File: src/rtl/sd_sector_sequencer.sv
// Multi-sector read sequencer for the SPI sd_controller: issues rd per sector and forwards bytes.
// Optional watchdog: define SD_SEQ_TIMEOUT_EN (adds TIMEOUT_CYCLES and a live error_out).
module sd_sector_sequencer #(
  parameter int SECTOR_BYTES  = 512,
  parameter int SECTOR_STRIDE = 512,
  parameter int COUNT_W       = 16
`ifdef SD_SEQ_TIMEOUT_EN
  ,
  parameter int TIMEOUT_CYCLES = 2_000_000
`endif
) (
  input  logic               clk_in,
  input  logic               rst_n_in,
  input  logic               start_in,
  input  logic               abort_in,
  input  logic [31:0]        start_addr_in,
  input  logic [COUNT_W-1:0] num_sectors_in,
  input  logic               hold_in,
  input  logic               sd_ready_in,
  input  logic               sd_byte_available_in,
  input  logic [7:0]         sd_dout_in,
  output logic               sd_rd_out,
  output logic [31:0]        sd_addr_out,
  output logic [7:0]         byte_out,
  output logic               byte_valid_out,
  output logic               sector_done_out,
  output logic [COUNT_W-1:0] sectors_done_out,
  output logic               busy_out,
  output logic               done_out,
  output logic               error_out
);

  localparam int BCNT_W = $clog2(SECTOR_BYTES + 1);

  typedef enum logic [2:0] {
    IDLE,
    WAIT_READY,
    ISSUE,
    READ,
    NEXT,
    DONE
  } state_t;

  state_t             state_q, state_d;
  logic [31:0]        addr_q, addr_d;
  logic [COUNT_W-1:0] count_q, count_d;
  logic [COUNT_W-1:0] sectors_done_q, sectors_done_d;
  logic [BCNT_W-1:0]  byte_cnt_q, byte_cnt_d;
  logic               prev_avail_q;
  logic               abort_pending_q, abort_pending_d;
  logic               rd_q, rd_d;
  logic [7:0]         byte_q, byte_d;
  logic               byte_valid_q, byte_valid_d;
  logic               sector_done_q, sector_done_d;
  logic               busy_q, busy_d;
  logic               done_q, done_d;
  logic               byte_edge;

  assign byte_edge = sd_byte_available_in & ~prev_avail_q;

`ifdef SD_SEQ_TIMEOUT_EN
  localparam int WDOG_W = $clog2(TIMEOUT_CYCLES + 1);

  logic [WDOG_W-1:0] wdog_q, wdog_d;
  logic              error_q, error_d;
  logic              wdog_expired;

  assign wdog_expired = (wdog_q == WDOG_W'(TIMEOUT_CYCLES - 1));
  assign error_out    = error_q;
`else
  assign error_out    = 1'b0;
`endif

  always_comb begin
    state_d         = state_q;
    addr_d          = addr_q;
    count_d         = count_q;
    sectors_done_d  = sectors_done_q;
    byte_cnt_d      = byte_cnt_q;
    abort_pending_d = abort_pending_q;
    rd_d            = rd_q;
    byte_d          = byte_q;
    byte_valid_d    = 1'b0;
    sector_done_d   = 1'b0;
    busy_d          = busy_q;
    done_d          = 1'b0;
`ifdef SD_SEQ_TIMEOUT_EN
    error_d         = error_q;
    wdog_d          = '0;
`endif

    case (state_q)
      IDLE: begin
        if (start_in) begin
          if (num_sectors_in == '0) begin
            done_d = 1'b1;
          end else begin
            addr_d         = start_addr_in;
            count_d        = num_sectors_in;
            sectors_done_d = '0;
            busy_d         = 1'b1;
            state_d        = WAIT_READY;
`ifdef SD_SEQ_TIMEOUT_EN
            error_d        = 1'b0;
`endif
          end
        end
      end

      WAIT_READY: begin
        if (abort_pending_q || abort_in) begin
          state_d = DONE;
        end else if (sd_ready_in && !hold_in) begin
          rd_d    = 1'b1;
          state_d = ISSUE;
        end
      end

      // rd stays high until the controller drops ready, meaning it took the command
      ISSUE: begin
        if (abort_in) abort_pending_d = 1'b1;
        if (!sd_ready_in) begin
          rd_d       = 1'b0;
          byte_cnt_d = '0;
          state_d    = READ;
        end
`ifdef SD_SEQ_TIMEOUT_EN
        else if (wdog_expired) begin
          error_d = 1'b1;
          rd_d    = 1'b0;
          state_d = DONE;
        end else begin
          wdog_d = wdog_q + WDOG_W'(1);
        end
`endif
      end

      READ: begin
        if (abort_in) abort_pending_d = 1'b1;
        if (byte_edge) begin
          byte_d       = sd_dout_in;
          byte_valid_d = 1'b1;
          byte_cnt_d   = byte_cnt_q + BCNT_W'(1);
          if (byte_cnt_q == BCNT_W'(SECTOR_BYTES - 1)) state_d = NEXT;
        end
`ifdef SD_SEQ_TIMEOUT_EN
        else if (wdog_expired) begin
          error_d = 1'b1;
          rd_d    = 1'b0;
          state_d = DONE;
        end else begin
          wdog_d = wdog_q + WDOG_W'(1);
        end
`endif
      end

      NEXT: begin
        sector_done_d  = 1'b1;
        sectors_done_d = sectors_done_q + COUNT_W'(1);
        addr_d         = addr_q + 32'(SECTOR_STRIDE);
        if ((sectors_done_d == count_q) || abort_pending_q) state_d = DONE;
        else                                                state_d = WAIT_READY;
      end

      DONE: begin
        done_d          = 1'b1;
        busy_d          = 1'b0;
        abort_pending_d = 1'b0;
        state_d         = IDLE;
      end

      default: state_d = IDLE;
    endcase
  end

  always_ff @(posedge clk_in or negedge rst_n_in) begin
    if (!rst_n_in) begin
      state_q         <= IDLE;
      addr_q          <= '0;
      count_q         <= '0;
      sectors_done_q  <= '0;
      byte_cnt_q      <= '0;
      prev_avail_q    <= 1'b0;
      abort_pending_q <= 1'b0;
      rd_q            <= 1'b0;
      byte_q          <= '0;
      byte_valid_q    <= 1'b0;
      sector_done_q   <= 1'b0;
      busy_q          <= 1'b0;
      done_q          <= 1'b0;
`ifdef SD_SEQ_TIMEOUT_EN
      error_q         <= 1'b0;
      wdog_q          <= '0;
`endif
    end else begin
      state_q         <= state_d;
      addr_q          <= addr_d;
      count_q         <= count_d;
      sectors_done_q  <= sectors_done_d;
      byte_cnt_q      <= byte_cnt_d;
      prev_avail_q    <= sd_byte_available_in;
      abort_pending_q <= abort_pending_d;
      rd_q            <= rd_d;
      byte_q          <= byte_d;
      byte_valid_q    <= byte_valid_d;
      sector_done_q   <= sector_done_d;
      busy_q          <= busy_d;
      done_q          <= done_d;
`ifdef SD_SEQ_TIMEOUT_EN
      error_q         <= error_d;
      wdog_q          <= wdog_d;
`endif
    end
  end

  assign sd_rd_out        = rd_q;
  assign sd_addr_out      = addr_q;
  assign byte_out         = byte_q;
  assign byte_valid_out   = byte_valid_q;
  assign sector_done_out  = sector_done_q;
  assign sectors_done_out = sectors_done_q;
  assign busy_out         = busy_q;
  assign done_out         = done_q;

endmodule

File: config.mk
export PLATFORM = sky130hd
export DESIGN_NAME = sd_sector_sequencer
export DESIGN_NICKNAME = d
export VERILOG_FILES = /design/src/rtl/sd_sector_sequencer.sv
export SDC_FILE = /design/constraint.sdc
export NUM_CORES = 1
export LEC_CHECK = 0
export CORE_ASPECT_RATIO = 1.2
export CORE_MARGIN = 1.5
export CORE_UTILIZATION = 55
export CTS_BUF_LIST = sky130_fd_sc_hd__clkbuf_2
export DETAILED_ROUTE_END_ITERATION = 6
export PLACE_DENSITY = 0.88
export SLEW_MARGIN = 30
export SYNTH_ARGS = -nofsm -noshare
export SYNTH_HDL_FRONTEND = slang
export SYNTH_SLANG_ARGS = --single-unit
File: constraint.sdc
create_clock -name clk_in -period 3.72 [get_ports clk_in]
set_clock_uncertainty 0.2 [all_clocks]
set_input_delay 0.744 -clock clk_in [delete_from_list [all_inputs] [get_ports clk_in]]
set_output_delay 0.744 -clock clk_in [all_outputs]
set_load 0.1 [all_outputs]
# Word level (Yosys, flattened, before mapping)
# Index checks and enable logic that the tools add are counted.
# word_totals
register_bits,92
wordCells,88
out_inout_bits,62
inputBits,63
# op_classes
add_sub_neg,3
n_reduce_logical,20
eq_ne,16
n_mux,33
n_bitwise,3
# op_table
cell,n
2-to-1 mux 32 bit,2
case mux 32 bit (2 select lines),1
adder 32 x 10 -> 32 bit (second input constant),1
2-to-1 mux 16 bit,2
case mux 16 bit (2 select lines),1
2-to-1 mux 3 bit,8
2-to-1 mux 10 bit,2
case mux 10 bit (2 select lines),1
adder 16 x 1 -> 16 bit (second input constant),1
equality test 16 bit,1
logical NOT 16 bit,1
case mux 3 bit (5 select lines),1
inequality test 2 bit (second input constant),7
AND reduction 3 bit,4
2-to-1 mux 1 bit,11
adder 10 x 1 -> 10 bit (second input constant),1
equality test 10 x 9 -> 1 bit (second input constant),1
nonzero test 2 bit,5
case mux 1 bit (2 select lines),4
equality test 3 x 2 -> 1 bit (second input constant),2
equality test 3 bit (second input constant),2
AND reduction 6 bit,1
AND reduction 2 bit,2
AND reduction 4 bit,1
10 further kinds,12

# Depth between registers and ports, before layout
# Gate-level depths: netlist of the first run.
# depth
word_depth,5
depth_mapped,8
ltp_nobuf,7

# Worst setup path after synthesis of the first run
# No wires, ideal clock.
# synth_timing
kind,reg2reg
from,register sectors_done_q[1] (netlist: sectors_done_out[1])
to,register state_q[2]
setup_time_ps,82
stages_incl_launch_ff,9
setup_slack_ps,764
n_path_buf,1
arrival_ps,2674
required_ps,3438
period_less_slack_ps,2956
path_cell_list,dfrtp_1 ha_1 clkbuf_1 inv_1 or4_1 xnor2_1 a21oi_1 nand4_1 a31oi_1
# synth_via
elab_chain_cells,5
# synth_lines
item,line,rtl
from (decl),47,"logic [COUNT_W-1:0] sectors_done_q, sectors_done_d;"
from (signal assigned),199,sectors_done_q <= sectors_done_d;
adder 16 x 1 -> 16 bit,159,sectors_done_d = sectors_done_q + COUNT_W'(1);
equality test 16 bit,161,if ((sectors_done_d == count_q) || abort_pending_q) state_d = DONE;
logical OR 1 bit,161,
2-to-1 mux 3 bit,161,
case mux 3 bit (5 select lines),92,case (state_q)
to (signal assigned),196,state_q <= state_d;
to (decl),44,"state_t state_q, state_d;"
# Every way passes these cells.
# A chain may end at the register's enable or synchronous reset.

# Final worst setup path of the first run
# layout_timing
from,register sectors_done_q[15] (netlist: sectors_done_out[15])
to,output sectors_done_out[15]
# layout_rtl
item,line,rtl
to (decl),27,"output logic [COUNT_W-1:0] sectors_done_out,"
# No word-level cell between the ends.

==> results.cfg, run 1 <==
[floorplan]
die_y_um = 109
die_w_um = 90.9
core_um2 = 9030
rows = 38
initial_core_util_pct = 56.5
die-area_um2 = 9870
ios = 125

[critical_path]
critPathRequiredTime_ps = 2780
cp.arrival_ps = 2220
critical_path.top_delay_family = buffers and inverters
critical-path-slowest-cell = clkdlybuf4s50_1
critPathKind = register to output port
critPathBufInv = 1
critPathCaptureType = output port
start_kind = register
cp_cell_sequence = clkdlybuf4s50_1
slowest_delay_ps = 1160
cp_max_fo = 4

[global_route]
first_global_vias = 4664
antenna_found_initial = 0
overflow = 0
grt_util_all_layers_pct = 28.7
grt_max_degree = 36
grt_pass1_wl_mm = 22.4

[power]
ir_drop_v = 0.000729
p_comb_share_pct = 61.3
switching_power_mw = 3.44
power.total_mw = 5.89
p_leak_nw = 2.67
internal_power_mw = 2.45
power_density_nw_per_um2 = 913
swShare_pct = 58.5
pwr-share-seq_pct = 31.0
power_frac_clock_pct = 7.8

[yosys]
syn_nets = 619
syn_avg_cell_area_um2 = 9.23
synth.most_common_cell = dfrtp_1
ys_top_cells_by_count = 92 x dfrtp_1, 74 x nand2_1, 53 x nor2_1
yosysTopAreaCell = dfrtp_1
synth_top_area_share_pct = 45.1
post_synth_num_cell_types = 70
ys_warn_count = 0
syn_area_um2 = 5100
syn_inst = 553
ys_ff_latch = 92
synthTopCellsByArea = dfrtp_1 45%, nand2_1 5.4%, a21oi_1 4.4%
synth_edf_count = 0
synth_flop_cell = dfrtp_1
async_flop_share_pct = 100
ys_seq_area_share_pct = 45.1

[timing]
rsz0062_at_grt = no
fmax_ghz = 0.316
setup_viol = 0
post-route-min-period_ps = 3170
fin_ws_ps = 552
tns_ps = 0
slew-limit-headroom_pct = 32.8
final-max-slew-violation-count = 0
worstMarginPinSlew_ps = 1010
hold_violations = 0
finalCritPeriodShare_pct = 85.2

[drt]
routed_via_density = 6.02
vias = 4775
routed_wl_mm = 13.6
first_pass_iters = 7
wl_per_cell_um = 17.2
drt_iter0_markers = 392
drc_errors = 0
ant_nets = 0

[worst_hold_path]
hp-class = register to register

[cells_and_area]
area_delta_synth_final_pct = 26.3
final_util_pct = 71.4
nets = 734
drive_gt1_share_pct = 12.8
layout.cells.non_filler = 793
diodes = 0

[place]
dp_hpwl_mm = 10.0
gp_congestion = 0.947
numPortBuffers = 123
placedCellCount = 776
place_ws_ps = 363

[clock_tree]
cts_tree = yes
cts_resized = 0
path_clk_slew_ps = 270
numCtsBuffers = 9
cts_root_buffer = clkbuf_2
cts.sinks = 92
insertion_delay_ps = 590
cts_htree_levels = 3
clockBufferDepth = 2

[status]
outcome = finished, final reports clean

[job]
cap_violations = 0
routing by layer:
metal	vias to the layer above	GRT usage [%]	wire length [µm]
li1	2236	-	-
met5	-	0	0
met1	2316	36.4	5640
met4	0	11.9	410
met3	35	5.20	766
met2	188	48.3	6830
power groups by stage:
stage / clock (mW) / combinational (mW) / sequential [mW]
detailed placement: 0 / 3.61 / 1.83
global route: 0.517 / 3.79 / 1.88
global placement: 0 / 3.54 / 1.81
finish: 0.458 / 3.61 / 1.82
CTS: 0.470 / 3.61 / 1.81
floorplan: 0 / 1.15 / 3.39
worst paths after layout:
path	start	end	slack (ps)	depth (start not counted)
max reg2reg	sectors_done_out[0]	state_q[2]	1000	7
min in group asynchronous	rst_n_in	count_q[7]	400	2
min	byte_out[7]	byte_out[7]	320	2
min reg2reg	byte_out[7]	byte_out[7]	320	2
max	sectors_done_out[15]	sectors_done_out[15]	550	1
max in group asynchronous	rst_n_in	sd_addr_out[27]	2130	3
worst min-delay path, delay by kind of cell (launching register included):
kind,cells,cell delay (ps)
flip-flops,1,410
AND/OR/NAND/NOR,2,100
cells in the final DEF (no fill, tap or decap), types with 10 or more instances in the layout:
| cell | netlist | routed |
|---|---|---|
| dfrtp_1 | 92 | 92 |
| xnor2_1 | 14 | 14 |
| o22ai_1 | 18 | 18 |
| nand2_1 | 74 | 74 |
| clkbuf_2 | 0 | 10 |
| a21oi_1 | 45 | 45 |
| o21ai_0 | 31 | 31 |
| nand3_1 | 20 | 20 |
| buf_4 | 3 | 46 |
| clkdlybuf4s50_1 | 0 | 88 |
| xor2_1 | 12 | 12 |
| nor2_1 | 53 | 53 |
| nor4_1 | 10 | 10 |
| mux2_1 | 20 | 20 |
cell families after synthesis:
logic type | count (synthesis) | share of synthesized area (%)
and+or+nand+nor | 219 | 22.1
AOI/OAI and AO/OA | 145 | 17.7
DFF | 92 | 45.1
buffers and inverters | 37 | 3.24
muxes | 30 | 6.59
xor gates and xnor gates | 26 | 4.46
adders and majority gates | 3 | 0.735
other | 1 | 0.0735
state kept, by name (all words and copies together), names as in the netlist:
| register | count |
|---|---|
| sd_rd_out | 1 |
| abort_pending_q | 1 |
| byte_out | 8 |
| sd_addr_out | 32 |
| prev_avail_q | 1 |
| done_out | 1 |
| byte_cnt_q | 10 |
| sectors_done_out | 16 |
| byte_valid_out | 1 |
| sector_done_out | 1 |
| count_q | 16 |
| busy_out | 1 |
| state_q | 3 |
area by class of cell:
| type | count | area [µm²] |
|---|---|---|
| Fill cell | 712 | 2580 |
| Inverter | 6 | 22.5 |
| Clock inverter | 6 | 46.3 |
| Clock buffer | 10 | 50.0 |
| Timing Repair Buffer | 135 | 1240 |
| Tap cell | 120 | 150 |
| Multi-Input combinational cell | 424 | 2640 |
| Sequential cell | 92 | 2300 |
per-stage QoR:
step	area, µm²	hold WS (ps)
after global routing	6450	339
after global placement	6340	258
final	6450	319
after detailed placement	6340	266
after CTS	6450	325
after floorplan	5100	248
what timing repair did:
action,4_1_cts,5_1_grt
endpoints found under the hold margin,33,0
setup buffers,0,0
hold buffers,1,0
Power figures use the tool's default switching activity.
==> run 2: changes to the inputs <==
CORE_MARGIN = unset   (was 1.5)
CTS_CLUSTER_SIZE = 14   (was unset)
==> run 2 against run 1 <==
Final cell count down 0.13%. Highest routed layer unchanged. Register-to-register slack worse by 40 ps. Critical path type unchanged. Hold slack worse by 9.7 ps. Critical path depth unchanged. Global-route usage up 1.4 points. Combinational power about the same. Clock power up 29%.
==> results.cfg, run 2 (synthesis results as in run 1) <==
[critical_path]
cp.arrival_ps = 2200
start_kind = register
critical_path.top_delay_family = buffers and inverters
critPathKind = register to output port
slowest_delay_ps = 1150
cp_max_fo = 4
path_depth = 1
critPathRequiredTime_ps = 2780
cp_cell_sequence = clkdlybuf4s50_1
critical-path-slowest-cell = clkdlybuf4s50_1
worstRegToRegCells = 7
critPathCaptureType = output port
critPathBufInv = 1

[drt]
wl_per_cell_um = 17.4
routed_wl_mm = 13.8
drc_errors = 0
routed_via_density = 6.04
vias = 4781
drt_iter0_markers = 295
ant_nets = 0
first_pass_iters = 5

[cells_and_area]
nets = 733
regArea_um2 = 2300
layout_commonest_cell = dfrtp_1
drive_gt1_share_pct = 12.6
n_fill_cell = 700
design_area_um2 = 6500
multi_input_area_um2 = 2640
final_cell_mix = 92 x dfrtp_1, 88 x clkdlybuf4s50_1, 74 x nand2_1, 53 x nor2_1, 45 x a21oi_1
area_delta_synth_final_pct = 27.4
layout.cells.non_filler = 792
largest_reg_flops = 32
diodes = 0

[timing]
fin_ws_ps = 575
final-max-slew-violation-count = 0
rsz0062_at_grt = no
worstMarginPinSlew_ps = 1010
tns_ps = 0
finalCritPeriodShare_pct = 84.5
fmax_ghz = 0.318
slew-limit-headroom_pct = 32.4
setup_viol = 0
hold_violations = 0
post-route-min-period_ps = 3150

[clock_tree]
cts_htree_levels = 3
cts.sinks = 92
cts_root_buffer = clkbuf_2
clockBufferDepth = 2
cts_tree = yes
path_clk_slew_ps = 260
insertion_delay_ps = 590
postCtsSetupRepairBufs = 0
numCtsBuffers = 9

[place]
gp_congestion = 0.889
numPortBuffers = 123
place_ws_ps = 453
dp_hpwl_mm = 9.85
place_area_um2 = 6350
placedCellCount = 775

[worst_hold_path]
hold_depth = 2
hp-class = register to register

[floorplan]
core_um2 = 9030
rows = 38
initial_core_util_pct = 56.5
die-area_um2 = 9670
die_w_um = 89.9
ios = 125
die_y_um = 108

[global_route]
antenna_found_initial = 0
grt_max_degree = 93
grt_pass1_wl_mm = 23.1
grt_util_all_layers_pct = 30.1
overflow = 0
first_global_vias = 4822

[job]
cap_violations = 0

[status]
outcome = finished, final reports clean

[power]
p_leak_nw = 2.69
power_density_nw_per_um2 = 929
ir_drop_v = 0.000790
run 2: cell types whose count changed in the layout (fill, tap and decap cells not counted), sizes merged:
cell,delta
bufinv,+2
buf,-1
clkbuf,-1
inv,-1
run 2: cell type report:
class	instances	share of cell area [%]
inverter	6	0.346
clock buffer	9	0.693
tap	120	2.31
clock inverter	7	1.50
timing repair buffer	134	19.1
sequential	92	35.4
multi-input combinational	424	40.6
run 2: metrics by stage:
step | utilization, % | power, mW | hold WS (ps)
2_1_floorplan | - | 4.54 | 248
3_3_place_gp | 70.2 | 5.35 | 258
3_5_place_dp | 70.3 | 5.45 | 261
4_1_cts | 72.0 | 6.04 | 315
5_1_grt | 72.0 | 6.33 | 340
6_report | 72.0 | 6.04 | 310
run 2: repair_timing:
action / 4_1_cts / 5_1_grt
hold endpoints to repair: 92 / 0
gates resized for setup: 0 / 0
hold buffers: 1 / 0
run 2: metal layers:
layer,share of wire (%),global-route usage [%]
met2,51,51.2
met3,5.0,3.88
met1,41,37.2
met5,0,0
met4,3.4,17.1
run 2: path summary, 6_finish.rpt:
check / start / endpoint / slack, ps
worst max register to register: sectors_done_out[0] / state_q[2] / 960
min in group asynchronous: rst_n_in / count_q[8] / 500
worst max-delay path: sd_addr_out[28] / sd_addr_out[28] / 570
worst min register to register: byte_out[1] / byte_out[1] / 310
worst min-delay path: byte_out[1] / byte_out[1] / 310
max in group asynchronous: rst_n_in / sd_addr_out[24] / 2440
run 2: power by group:
group	internal, mW	total (mW)	switching, mW
registers	1.36	1.82	0.458
logic	0.996	3.63	2.63
clock network	0.226	0.592	0.366
total	2.58	6.04	3.46
